$ cat config.mk
export PLATFORM = sky130hd
export DESIGN_NAME = fb_pack_writer_flat
export DESIGN_NICKNAME = d
export VERILOG_FILES = /design/src/rtl/fb_pkg.sv /design/src/rtl/fb_pack_writer_if.sv /design/src/rtl/fb_word_fifo.sv /design/src/rtl/fb_pack_writer.sv /design/src/flat_wrapper.sv
export SDC_FILE = /design/constraint.sdc
export NUM_CORES = 1
export LEC_CHECK = 0
export ABC_AREA = 1
export BUFFER_PORTS_ARGS = -buffer_cell sky130_fd_sc_hd__buf_2
export CAP_MARGIN = 30
export CORE_ASPECT_RATIO = 0.6
export CORE_MARGIN = 3
export CORE_UTILIZATION = 35
export DETAILED_ROUTE_END_ITERATION = 10
export GPL_TIMING_DRIVEN = 0
export PLACE_DENSITY = 0.57
export REMOVE_ABC_BUFFERS = 1
export SYNTH_ARGS = -nofsm -noshare
export SYNTH_HDL_FRONTEND = slang
export SYNTH_SLANG_ARGS = --single-unit
$ cat constraint.sdc
create_clock -name clock -period 8.4 [get_ports clock]
set_input_delay 0.42 -clock clock [delete_from_list [all_inputs] [get_ports clock]]
set_output_delay 0.42 -clock clock [all_outputs]
set_load 0.05 [all_outputs]
$ cat src/rtl/fb_pkg.sv
// Shared constants, types and FSM encodings for the frame buffer pack writer.
package fb_pkg;

  localparam logic [21:0] BASE_A         = 22'h100000;
  localparam logic [21:0] BASE_B         = 22'h200000;
  localparam int          WORDS_PER_LINE = 40;
  localparam int          LINES          = 480;
  localparam int          PIX_PER_WORD   = 16;
  localparam int          FIFO_DEPTH     = 4;

  typedef logic [127:0] fb_word_t;
  typedef logic [21:0]  fb_addr_t;

  typedef struct packed {
    fb_addr_t addr;
    fb_word_t data;
  } fb_entry_t;

  typedef enum logic [1:0] {IDLE, FILL, DRAIN, DONE} fb_in_state_e;
  typedef enum logic       {WIDLE, WREQ}             fb_wr_state_e;

  function automatic fb_word_t fb_replicate(input logic [7:0] color);
    return {PIX_PER_WORD{color}};
  endfunction

endpackage

$ cat src/rtl/fb_pack_writer_if.sv
// Pixel stream and SDRAM write port of the pack writer; master is the writer side.
interface fb_pack_writer_if;
  import fb_pkg::*;

  logic     pix_valid;
  logic [7:0] pix_index;
  logic     pix_ready;
  logic     rd_busy;
  logic     sdram_wr;
  fb_addr_t sdram_addr;
  fb_word_t sdram_data;
  logic     sdram_ac;

  modport master (
    input  pix_valid, pix_index, rd_busy, sdram_ac,
    output pix_ready, sdram_wr, sdram_addr, sdram_data
  );

  modport slave (
    output pix_valid, pix_index, rd_busy, sdram_ac,
    input  pix_ready, sdram_wr, sdram_addr, sdram_data
  );
endinterface

$ cat src/rtl/fb_word_fifo.sv
// Small synchronous FIFO of {address, packed word} entries with a whole-queue flush.
module fb_word_fifo
  import fb_pkg::*;
#(
  parameter int DEPTH = FIFO_DEPTH
) (
  input  logic      clock,
  input  logic      reset,
  input  logic      push,
  input  fb_entry_t push_entry,
  input  logic      pop,
  input  logic      flush,
  output fb_entry_t head,
  output logic      full,
  output logic      empty
);

  localparam int AW = $clog2(DEPTH);

  fb_entry_t      mem_q [DEPTH];
  fb_entry_t      mem_d [DEPTH];
  logic [AW-1:0]  wr_ptr_q, wr_ptr_d;
  logic [AW-1:0]  rd_ptr_q, rd_ptr_d;
  logic [AW:0]    count_q, count_d;
  logic           do_push, do_pop;

  assign full    = (count_q == (AW+1)'(DEPTH));
  assign empty   = (count_q == '0);
  assign head    = mem_q[rd_ptr_q];
  assign do_push = push && !full;
  assign do_pop  = pop && !empty;

  always_comb begin
    mem_d    = mem_q;
    wr_ptr_d = wr_ptr_q;
    rd_ptr_d = rd_ptr_q;
    count_d  = count_q;
    if (flush) begin
      wr_ptr_d = '0;
      rd_ptr_d = '0;
      count_d  = '0;
    end else begin
      if (do_push) begin
        mem_d[wr_ptr_q] = push_entry;
        wr_ptr_d        = wr_ptr_q + 1'b1;
      end
      if (do_pop) begin
        rd_ptr_d = rd_ptr_q + 1'b1;
      end
      count_d = count_q + (AW+1)'(do_push) - (AW+1)'(do_pop);
    end
  end

  always_ff @(posedge clock) begin
    if (reset) begin
      wr_ptr_q <= '0;
      rd_ptr_q <= '0;
      count_q  <= '0;
    end else begin
      wr_ptr_q <= wr_ptr_d;
      rd_ptr_q <= rd_ptr_d;
      count_q  <= count_d;
    end
    mem_q <= mem_d;
  end

endmodule

$ cat src/rtl/fb_pack_writer.sv
// Packs 16 palette indices per 128-bit word and writes them into the back frame buffer.
// FB_PACK_WRITER_CLEAR_EN adds clear_req/clear_color for internally generated fill frames.
//
// state | meaning
// IDLE  | no frame started since reset
// FILL  | accepting pixels (or generating clear words), pushing packed words
// DRAIN | final word pushed, waiting for FIFO and write port to empty
// DONE  | frame complete, waiting for the next frame_start
// WIDLE | write port idle
// WREQ  | write request held until acknowledged
module fb_pack_writer #(
  parameter fb_pkg::fb_addr_t BASE_A         = fb_pkg::BASE_A,
  parameter fb_pkg::fb_addr_t BASE_B         = fb_pkg::BASE_B,
  parameter int               WORDS_PER_LINE = fb_pkg::WORDS_PER_LINE,
  parameter int               LINES          = fb_pkg::LINES,
  parameter int               FIFO_DEPTH     = fb_pkg::FIFO_DEPTH
) (
  input  logic                 clock,
  input  logic                 reset,
  input  logic                 frame_flip,
  input  logic                 frame_start,
`ifdef FB_PACK_WRITER_CLEAR_EN
  input  logic                 clear_req,
  input  logic [7:0]           clear_color,
`endif
  fb_pack_writer_if.master     bus,
  output logic                 busy,
  output logic                 frame_done
);
  import fb_pkg::*;

  fb_in_state_e state_q, state_d;
  fb_wr_state_e wstate_q, wstate_d;
  fb_addr_t     base_q, base_d;
  logic [3:0]   px_q, px_d;
  logic [5:0]   wx_q, wx_d;
  logic [8:0]   ly_q, ly_d;
  fb_word_t     pack_q, pack_d;
  logic         wr_q, wr_d;
  fb_addr_t     addr_q, addr_d;
  fb_word_t     data_q, data_d;
  logic         busy_q, busy_d;
  logic         done_q, done_d;
  logic         orphan_q, orphan_d;

  logic         push, pop, flush, full, empty, advance, clearing, pix_ok, last_word;
  fb_entry_t    push_entry, head;
  fb_addr_t     word_addr;

`ifdef FB_PACK_WRITER_CLEAR_EN
  logic         clear_q, clear_d;
  logic [7:0]   color_q, color_d;
  assign clearing = clear_q;
`else
  assign clearing = 1'b0;
`endif

  fb_word_fifo #(.DEPTH(FIFO_DEPTH)) u_fifo (
    .clock      (clock),
    .reset      (reset),
    .push       (push),
    .push_entry (push_entry),
    .pop        (pop),
    .flush      (flush),
    .head       (head),
    .full       (full),
    .empty      (empty)
  );

  assign bus.pix_ready  = (state_q == FILL) && !full && !clearing;
  assign bus.sdram_wr   = wr_q;
  assign bus.sdram_addr = addr_q;
  assign bus.sdram_data = data_q;
  assign busy           = busy_q;
  assign frame_done     = done_q;

  assign pix_ok    = bus.pix_valid && bus.pix_ready;
  assign last_word = (ly_q == 9'(LINES - 1)) && (wx_q == 6'(WORDS_PER_LINE - 1));
  assign word_addr = base_q + fb_addr_t'(ly_q) * fb_addr_t'(WORDS_PER_LINE) + fb_addr_t'(wx_q);

  always_comb begin
    state_d    = state_q;
    base_d     = base_q;
    px_d       = px_q;
    wx_d       = wx_q;
    ly_d       = ly_q;
    pack_d     = pack_q;
    push       = 1'b0;
    flush      = 1'b0;
    advance    = 1'b0;
    push_entry = '{addr: word_addr, data: pack_q};
`ifdef FB_PACK_WRITER_CLEAR_EN
    clear_d    = clear_q;
    color_d    = color_q;
`endif
    // A restart discards everything not yet handed to the write port.
    if (frame_start) begin
      state_d = FILL;
      base_d  = frame_flip ? BASE_B : BASE_A;
      px_d    = '0;
      wx_d    = '0;
      ly_d    = '0;
      pack_d  = '0;
      flush   = 1'b1;
`ifdef FB_PACK_WRITER_CLEAR_EN
      clear_d = clear_req;
      color_d = clear_color;
`endif
    end else begin
      case (state_q)
        FILL: begin
          if (clearing) begin
            if (!full) begin
              push       = 1'b1;
              advance    = 1'b1;
`ifdef FB_PACK_WRITER_CLEAR_EN
              push_entry.data = fb_replicate(color_q);
`endif
            end
          end else if (pix_ok) begin
            pack_d[{px_q, 3'b000} +: 8] = bus.pix_index;
            px_d = px_q + 4'd1;
            if (px_q == 4'(PIX_PER_WORD - 1)) begin
              push            = 1'b1;
              advance         = 1'b1;
              push_entry.data = pack_d;
            end
          end
          if (advance) begin
            if (wx_q == 6'(WORDS_PER_LINE - 1)) begin
              wx_d = '0;
              ly_d = ly_q + 9'd1;
            end else begin
              wx_d = wx_q + 6'd1;
            end
            if (last_word) state_d = DRAIN;
          end
        end
        DRAIN: begin
          if (empty && (wstate_q == WIDLE)) state_d = DONE;
        end
        default: ;
      endcase
    end
    busy_d = (state_d == FILL) || (state_d == DRAIN);
    done_d = (state_q == DRAIN) && (state_d == DONE);
  end

  // orphan marks an in-flight request whose FIFO entry was flushed, so its ack must not pop.
  always_comb begin
    wstate_d = wstate_q;
    wr_d     = wr_q;
    addr_d   = addr_q;
    data_d   = data_q;
    orphan_d = orphan_q;
    pop      = 1'b0;
    case (wstate_q)
      WIDLE: begin
        if (!empty && !bus.rd_busy && !frame_start) begin
          wstate_d = WREQ;
          wr_d     = 1'b1;
          addr_d   = head.addr;
          data_d   = head.data;
        end
      end
      WREQ: begin
        if (bus.sdram_ac) begin
          wstate_d = WIDLE;
          wr_d     = 1'b0;
          pop      = !orphan_q;
          orphan_d = 1'b0;
        end else if (frame_start) begin
          orphan_d = 1'b1;
        end
      end
      default: ;
    endcase
  end

  always_ff @(posedge clock) begin
    if (reset) begin
      state_q  <= IDLE;
      wstate_q <= WIDLE;
      base_q   <= '0;
      px_q     <= '0;
      wx_q     <= '0;
      ly_q     <= '0;
      pack_q   <= '0;
      wr_q     <= 1'b0;
      addr_q   <= '0;
      data_q   <= '0;
      busy_q   <= 1'b0;
      done_q   <= 1'b0;
      orphan_q <= 1'b0;
`ifdef FB_PACK_WRITER_CLEAR_EN
      clear_q  <= 1'b0;
      color_q  <= '0;
`endif
    end else begin
      state_q  <= state_d;
      wstate_q <= wstate_d;
      base_q   <= base_d;
      px_q     <= px_d;
      wx_q     <= wx_d;
      ly_q     <= ly_d;
      pack_q   <= pack_d;
      wr_q     <= wr_d;
      addr_q   <= addr_d;
      data_q   <= data_d;
      busy_q   <= busy_d;
      done_q   <= done_d;
      orphan_q <= orphan_d;
`ifdef FB_PACK_WRITER_CLEAR_EN
      clear_q  <= clear_d;
      color_q  <= color_d;
`endif
    end
  end

endmodule

$ cat src/flat_wrapper.sv
// flat-port wrapper written by rule: the top's interface ports become plain ports
module fb_pack_writer_flat import fb_pkg::*;
#(
  parameter fb_pkg::fb_addr_t BASE_A         = fb_pkg::BASE_A,
  parameter fb_pkg::fb_addr_t BASE_B         = fb_pkg::BASE_B,
  parameter int               WORDS_PER_LINE = fb_pkg::WORDS_PER_LINE,
  parameter int               LINES          = fb_pkg::LINES,
  parameter int               FIFO_DEPTH     = fb_pkg::FIFO_DEPTH
)
  (clock, reset, frame_flip, frame_start, busy, frame_done, bus_pix_valid, bus_pix_index, bus_rd_busy, bus_sdram_ac, bus_pix_ready, bus_sdram_wr, bus_sdram_addr, bus_sdram_data);
  fb_pack_writer_if bus_i ();
  input  logic clock;
  input  logic reset;
  input  logic frame_flip;
  input  logic frame_start;
  output logic busy;
  output logic frame_done;
  input wire logic [$bits(bus_i.pix_valid)-1:0] bus_pix_valid;
  input wire logic [$bits(bus_i.pix_index)-1:0] bus_pix_index;
  input wire logic [$bits(bus_i.rd_busy)-1:0] bus_rd_busy;
  input wire logic [$bits(bus_i.sdram_ac)-1:0] bus_sdram_ac;
  output wire logic [$bits(bus_i.pix_ready)-1:0] bus_pix_ready;
  output wire logic [$bits(bus_i.sdram_wr)-1:0] bus_sdram_wr;
  output wire logic [$bits(bus_i.sdram_addr)-1:0] bus_sdram_addr;
  output wire logic [$bits(bus_i.sdram_data)-1:0] bus_sdram_data;
  assign bus_i.pix_valid = bus_pix_valid;
  assign bus_i.pix_index = bus_pix_index;
  assign bus_i.rd_busy = bus_rd_busy;
  assign bus_i.sdram_ac = bus_sdram_ac;
  assign bus_pix_ready = bus_i.pix_ready;
  assign bus_sdram_wr = bus_i.sdram_wr;
  assign bus_sdram_addr = bus_i.sdram_addr;
  assign bus_sdram_data = bus_i.sdram_data;
  fb_pack_writer #(.BASE_A(BASE_A), .BASE_B(BASE_B), .WORDS_PER_LINE(WORDS_PER_LINE), .LINES(LINES), .FIFO_DEPTH(FIFO_DEPTH)) u_core (.clock(clock), .reset(reset), .frame_flip(frame_flip), .frame_start(frame_start), .bus(bus_i), .busy(busy), .frame_done(frame_done));
endmodule
==> results.json, run 1 <==
{
  "seq_area_frac_synth_pct": 65.2,
  "endpoint_kind": "flop",
  "skew_ps": 24.3,
  "rsz0062_at_grt": "false",
  "synth.mux.area_fraction_pct": 0,
  "crit_path_max_fanout": 51,
  "path_clk_slew_ps": 60,
  "yosys.area_share.xor_xnor_pct": 0.241,
  "routed_wl_microns": 96900,
  "hold_start": "reset",
  "rr_worst_depth": 10,
  "root_buffer": "clkbuf_16",
  "fmax_mhz": 227,
  "finish.utilization_pct": 41.3,
  "vias": 25300,
  "worst_ep_arrival_time_ps": 4760,
  "netlist_instances": 3631,
  "synth_compound_area_share_pct": 14.7,
  "p_per_area_nw_per_um2": 216,
  "reg2reg_from": "u_core.state_q[1]$_SDFF_PP0_",
  "setup_violations": 0,
  "cpMostUsedCell": "buf_12",
  "finalHoldViolCount": 0,
  "cp.buffers_inverters": 5,
  "fin_nets": 3693,
  "maxCapViolCount": 0,
  "hold_path_end": "u_core.busy$_SDFF_PP0_",
  "layout_min_cycle_time_ps": 4400,
  "final_common_cell": "nor2_1",
  "worstHoldPathCells": 2,
  "place_area_sq_um": 38900,
  "crit_slowest_cell": "nor2_4",
  "ctsResizeCount": 0,
  "tritoncts": "built",
  "fin_cells": 5099,
  "critPathMaxStageDelay_ps": 810,
  "synth.avg_cell_area_sq_um": 10.0,
  "worst_hold_slack_ps": 107,
  "synth_top_family_by_area": "compound AO/OA/AOI/OAI gates",
  "power.leakage_uw": 0.0159,
  "dieArea_sq_um": 108000,
  "ff2ff_setup_slack_ps": 4000,
  "drtIter0Drc": 1872,
  "drv_slew": 0,
  "htreeDepth": 3,
  "io-pin-count": 169,
  "die_x_microns": 422,
  "yosys.area_share.simple_pct": 12.4,
  "tightest_slew_ps": 1020,
  "crit_chain": "inv_1 -> ha_1 -> nand3_4 -> nor2_4 -> nand2_2 -> nor2_4 -> buf_12 -> buf_12 -> buf_12 -> buf_12",
  "cts_buffers": 88,
  "layout_setup_ws_ps": 4000,
  "clock_latency_ps": 660,
  "required_ps": 8760,
  "synth-warning-count": 0,
  "grt_usage_pct": 17.5,
  "clkSinkCount": 893,
  "reg2reg_to": "u_core.u_fifo.mem_q[548]$_DFFE_PP_",
  "port_buffers": 164,
  "grt_pass1_vias": 23500,
  "ys_types": 41,
  "cts_buffer_depth": 3,
  "final_cell_mix": "nor2_1, o21ai_0, edfxtp_1",
  "grt_pass1_wl_microns": 147000,
  "drive_above_1_share_pct": 10.7,
  "synth_adder_area_share_pct": 1.27,
  "synth_seq_cells": 893,
  "drtAntennaViolNets": 0,
  "path_delay_family": "simple AND/OR/NAND/NOR gates",
  "finalCritPeriodShare_pct": 52.4,
  "synth_area_sq_um": 36400,
  "outcome": "complete, no violations",
  "fin_area_sq_um": 42100,
  "grt_max_degree": 119,
  "dpl.hpwl_microns": 57100,
  "vdd_drop_max_uv": 124,
  "holdCritPathClass": "input port to flop",
  "drc": 0,
  "drtPass1Iterations": 5,
  "antenna_found_initial": 2,
  "num_rows": 90,
  "crit_type": "flop to flop",
  "wl_per_cell_microns": 19.0,
  "post-place-cells": 4931,
  "start_kind": "flop",
  "vias_per_cell": 4.96,
  "initial_core_util_pct": 35.7,
  "synthToLayoutAreaGrowth_pct": 15.6,
  "preCtsSetupSlack_ps": 3910,
  "design.core.area_sq_um": 102000,
  "grt_overflow_total": 0,
  "slew_headroom_pct": 31.5,
  "gp_congestion": 0.790,
  "die_y_microns": 256
}
[cell usage after synthesis]
library cell,number,area [sq um]
nand4_1,3,18.8
a31oi_1,155,970
xnor2_1,5,43.8
o21ai_1,14,70.1
ha_1,32,400
inv_4,1,6.26
nand3b_1,3,22.5
nand3_1,85,425
conb_1,1,3.75
nand3_4,1,17.5
xor2_1,5,43.8
inv_2,7,26.3
o211ai_1,18,135
and3_1,1,6.26
a21oi_1,80,400
a21boi_0,1,7.51
o21bai_1,31,233
nor2_1,645,2420
or2_2,2,12.5
nor3_4,1,16.3
nor3b_1,2,15.0
edfxtp_1,584,17500
buf_1,21,78.8
clkinv_4,1,8.76
o21ai_0,637,3190
buf_6,3,33.8
buf_4,8,60.1
fa_1,3,60.1
inv_1,269,1010
clkbuf_1,240,901
nor2_2,2,12.5
buf_2,27,135
nor3_1,8,40.0
nor2_4,2,22.5
o21a_1,45,338
nor3_2,2,20.0
dfxtp_1,309,6190
nand2_4,3,33.8
nand2_1,371,1390
nand4_2,1,12.5
nand2_2,2,12.5
[metrics by stage]
step,setup TNS [ps],total power (uW)
finish,0,9090
global route,0,9390
CTS,0,9190
detailed placement,0,4990
global placement,-7919000,4980
floorplan,-830810,4900
[repair_timing]
action,CTS,global route
endpoints found under the hold margin,3,0
buffers inserted,0,0
hold buffers,2,0
[state kept, by name, summed over array words and instances (netlist names)]
name and flops:
u_core.u_fifo.mem_q 584, u_core.bus.sdram_data 128, u_core.pack_q 128, u_core.bus.sdram_addr 18
u_core.ly_q 9, u_core.wx_q 6, u_core.px_q 4, u_core.u_fifo.count_q 3
u_core.base_q 2, u_core.state_q 2, u_core.u_fifo.rd_ptr_q 2, u_core.u_fifo.wr_ptr_q 2
u_core.bus.sdram_wr 1, u_core.busy 1, u_core.frame_done 1, u_core.orphan_q 1
u_core.wstate_q 1
[cells by family after synthesis]
group	after synthesis
AOI/OAI and AO/OA	981
DFF	893
xor gates and xnor gates	10
other	1
and+or+nand+nor	1134
adders and majority gates	35
buffers and inverters	577
[worst max path at each step]
stage                                                start                                      end  slack, ps  depth (start not counted)
finish                        u_core.state_q[1]$_SDFF_PP0_       u_core.u_fifo.mem_q[548]$_DFFE_PP_       4000                         10
global route                  u_core.state_q[1]$_SDFF_PP0_       u_core.u_fifo.mem_q[474]$_DFFE_PP_       3630                         10
CTS                           u_core.state_q[1]$_SDFF_PP0_       u_core.u_fifo.mem_q[538]$_DFFE_PP_       3900                         10
detailed placement            u_core.state_q[1]$_SDFF_PP0_       u_core.u_fifo.mem_q[543]$_DFFE_PP_       3910                         10
global placement    u_core.u_fifo.rd_ptr_q[0]$_SDFFE_PP0P_  u_core.bus.sdram_data[114]$_SDFFE_PP0P_     -15480                          3
floorplan           u_core.u_fifo.rd_ptr_q[0]$_SDFFE_PP0P_    u_core.bus.sdram_addr[0]$_SDFFE_PP0P_      -1640                          3
[worst register-to-register path, cell delays in order (launching register included)]
cell and delay (ps):
dfxtp_1 320, inv_1 100, ha_1 260, nand3_4 610, nor2_4 590, nand2_2 410
nor2_4 810, buf_12 290, buf_12 240, buf_12 260, buf_12 220
[per-layer routing]
metal	share of wire (%)	GRT usage, %	vias to the layer above
met2	42	25.8	616
met4	1.5	3.52	0
li1	-	-	12400
met5	0	0	-
met3	5.8	3.50	111
met1	50	26.6	12200
[cell type report]
| class | instances | area (sq um) |
|---|---|---|
| Sequential cell | 893 | 23700 |
| Antenna cell | 1 | 2.50 |
| Multi-Input combinational cell | 2168 | 10500 |
| Fill cell | 9770 | 59700 |
| Clock buffer | 121 | 2600 |
| Clock inverter | 44 | 494 |
| Timing Repair Buffer | 214 | 1960 |
| Tap cell | 1380 | 1730 |
| Inverter | 278 | 1080 |
[where the power goes]
group	internal [uW]	leakage, uW	total [uW]	switching, uW
clock	2480	0.00153	4190	1710
combinational	56.6	0.00677	211	155
sequential	4670	0.00756	4690	22.1
total	7200	0.0159	9090	1890
Power figures use the tool's default switching activity.
==> inputs of run 2 (changes only) <==
ABC_AREA = 0   (was 1)
clock period = 3.65 ns   (was 8.4 ns; I/O delays follow)
==> results.json, run 2 <==
{
  "tightest_slew_ps": 1000,
  "vias_per_cell": 4.91,
  "antenna_found_initial": 3,
  "grt_pass1_vias": 19200,
  "rsz0062_at_grt": "false",
  "synth_largest_area_cell": "edfxtp_1",
  "required_ps": 4170,
  "endpoint_kind": "flop",
  "vias": 18900,
  "ys_types": 55,
  "power.total_uw": 20200,
  "holdCritPathClass": "input port to flop",
  "start_kind": "flop",
  "path_delay_family": "adder cells",
  "crit_type": "flop to flop",
  "final_common_cell": "edfxtp_1",
  "crit_chain": "inv_1 -> ha_1 -> nand2_1 -> nor2_2 -> and4_2 -> inv_1 -> ha_1 -> inv_1 -> ha_1 -> fa_1 -> xnor2_1 -> xnor2_1 -> nor2_1",
  "gp_congestion": 0.720,
  "die_x_microns": 409,
  "drive_above_1_share_pct": 22.6,
  "finalHoldViolCount": 0,
  "drtAntennaViolNets": 0,
  "wl_met3_microns": 4640,
  "fmax_mhz": 305,
  "cts_buffer_depth": 3,
  "synthToLayoutAreaGrowth_pct": 16.5,
  "root_buffer": "clkbuf_16",
  "synthTopCellsByCount": "edfxtp_1, nand2_1, dfxtp_1",
  "wl_met1_microns": 35800,
  "io-pin-count": 169,
  "die_y_microns": 248,
  "maxCapViolCount": 0,
  "crit_path_max_fanout": 9,
  "dieArea_sq_um": 101000,
  "yosys-top-cells-area": "edfxtp_1, dfxtp_1, mux4_2",
  "netlist.area_leader.share_pct": 51.4,
  "htreeDepth": 3,
  "drtIter0Drc": 1354,
  "synth_area_sq_um": 34200,
  "met2_length_microns": 34800,
  "grt_max_degree": 83,
  "clkSinkCount": 893,
  "final_cell_mix": "edfxtp_1, nand2_1, dfxtp_1",
  "grt_pass1_wl_microns": 117000,
  "design.core.area_sq_um": 96500,
  "synth_most_common_cell": "edfxtp_1",
  "p_per_area_nw_per_um2": 509,
  "worst_ep_arrival_time_ps": 3810,
  "num_rows": 88,
  "drc": 0,
  "synth-warning-count": 0,
  "netlist_instances": 2354,
  "synth.avg_cell_area_sq_um": 14.5,
  "synth_edf_count": 584,
  "top_layer_used": "met4",
  "skew_ps": 32.2,
  "dpl.hpwl_microns": 47900,
  "synth_seq_cells": 893,
  "slew_headroom_pct": 33.1,
  "largest_register_ff_count": 584,
  "routed_wl_microns": 76900,
  "cp.buffers_inverters": 3,
  "power.leakage_uw": 0.0138,
  "initial_core_util_pct": 35.4,
  "grt_usage_pct": 15.1,
  "port_buffers": 164,
  "worst_hold_slack_ps": 112,
  "grt_overflow_total": 0,
  "cts_buffers": 87,
  "path_clk_slew_ps": 70,
  "drv_slew": 0,
  "vdd_drop_max_uv": 344,
  "async_flop_share_pct": 0,
  "wl_per_cell_microns": 20.0,
  "finalCritPeriodShare_pct": 89.9,
  "tritoncts": "built",
  "layout_min_cycle_time_ps": 3280,
  "crit_slowest_cell": "and4_2",
  "ys.flop_type": "edfxtp_1",
  "drtPass1Iterations": 5,
  "setup_violations": 0,
  "regMostFlops": "u_core.u_fifo.mem_q",
  "clock_latency_ps": 640,
  "critPathMaxStageDelay_ps": 440,
  "outcome": "complete, no violations",
  "fin_nets": 2515,
  "seq_area_frac_synth_pct": 69.5
}
[run 2: worst paths after layout]
check | from | endpoint | slack [ps] | cells past startpoint
setup / recovery | u_core.state_q[1]$_SDFF_PP0_ | u_core.u_fifo.count_q[2]$_SDFF_PP0_ | 370 | 13
setup reg to reg | u_core.state_q[1]$_SDFF_PP0_ | u_core.u_fifo.count_q[2]$_SDFF_PP0_ | 370 | 13
hold reg to reg | u_core.bus.sdram_data[7]$_SDFFE_PP0P_ | u_core.bus.sdram_data[7]$_SDFFE_PP0P_ | 450 | 2
hold / removal | bus_pix_index[2] | u_core.pack_q[74]$_SDFFE_PP0P_ | 110 | 3
[run 2: final cells by class]
cell class / count / area (sq um)
repair buffers: 221 / 1730
multi-input cells: 1242 / 9600
well taps: 1305 / 1630
flip-flops and latches: 893 / 23700
inverters: 20 / 75.1
diodes: 2 / 5.00
clock buffers: 113 / 2460
clock inverters: 49 / 558
fillers: 8805 / 56700
[run 2: logic make-up (layout without fill, tap and decap cells)]
| kind of cell | count (synthesis) | in the layout | share of synthesized area, % |
|---|---|---|---|
| flip-flops | 893 | 893 | 69.5 |
| AND/OR/NAND/NOR | 647 | 647 | 8.04 |
| adder cells (fa/ha/maj) | 35 | 35 | 1.35 |
| other | 1 | 10 | 0.0110 |
| AO/OA/AOI/OAI | 220 | 220 | 3.41 |
| multiplexers | 300 | 300 | 14.3 |
| XOR/XNOR | 32 | 32 | 0.821 |
| buffers and inverters | 226 | 403 | 2.59 |
[run 2: repair_timing]
action,4_1_cts,5_1_grt
hold endpoints to repair,11,0
endpoints found under the setup margin,0,13
setup buffers,0,1
resized for setup,0,2
hold buffers,8,0
[run 2: through the flow]
step	area (sq um)	setup TNS (ps)	setup slack (ps)	util, %	cells
after floorplan	33400	-1920280	-7030	-	2155
after global placement	35800	-6233870	-23660	37.1	3624
after detailed placement	36600	0	257	38.0	3670
after CTS	39700	0	238	41.2	3840
after global routing	39800	0	104	41.3	3845
final	39800	0	369	41.3	3845
[run 2: worst register-to-register path, cell delays in order, from the launching register on]
cell	delay, ps
dfxtp_1	340
inv_1	90
ha_1	250
nand2_1	140
nor2_2	360
and4_2	440
inv_1	150
ha_1	310
inv_1	40
ha_1	210
fa_1	420
xnor2_1	210
xnor2_1	140
nor2_1	50
[run 2: routing by layer]
layer | up-vias | track usage (%)
met3 | 95 | 3.68
li1 | 8768 | -
met1 | 9629 | 21.3
met4 | 0 | 3.82
met2 | 403 | 23.4
met5 | - | 0
[run 2: report_power, final]
| group | total, uW | switching [uW] | internal, uW |
|---|---|---|---|
| Sequential | 10600 | 6.28 | 10600 |
| Combinational | 216 | 171 | 45.5 |
| Clock | 9370 | 3810 | 5560 |
| Total | 20200 | 3990 | 16300 |
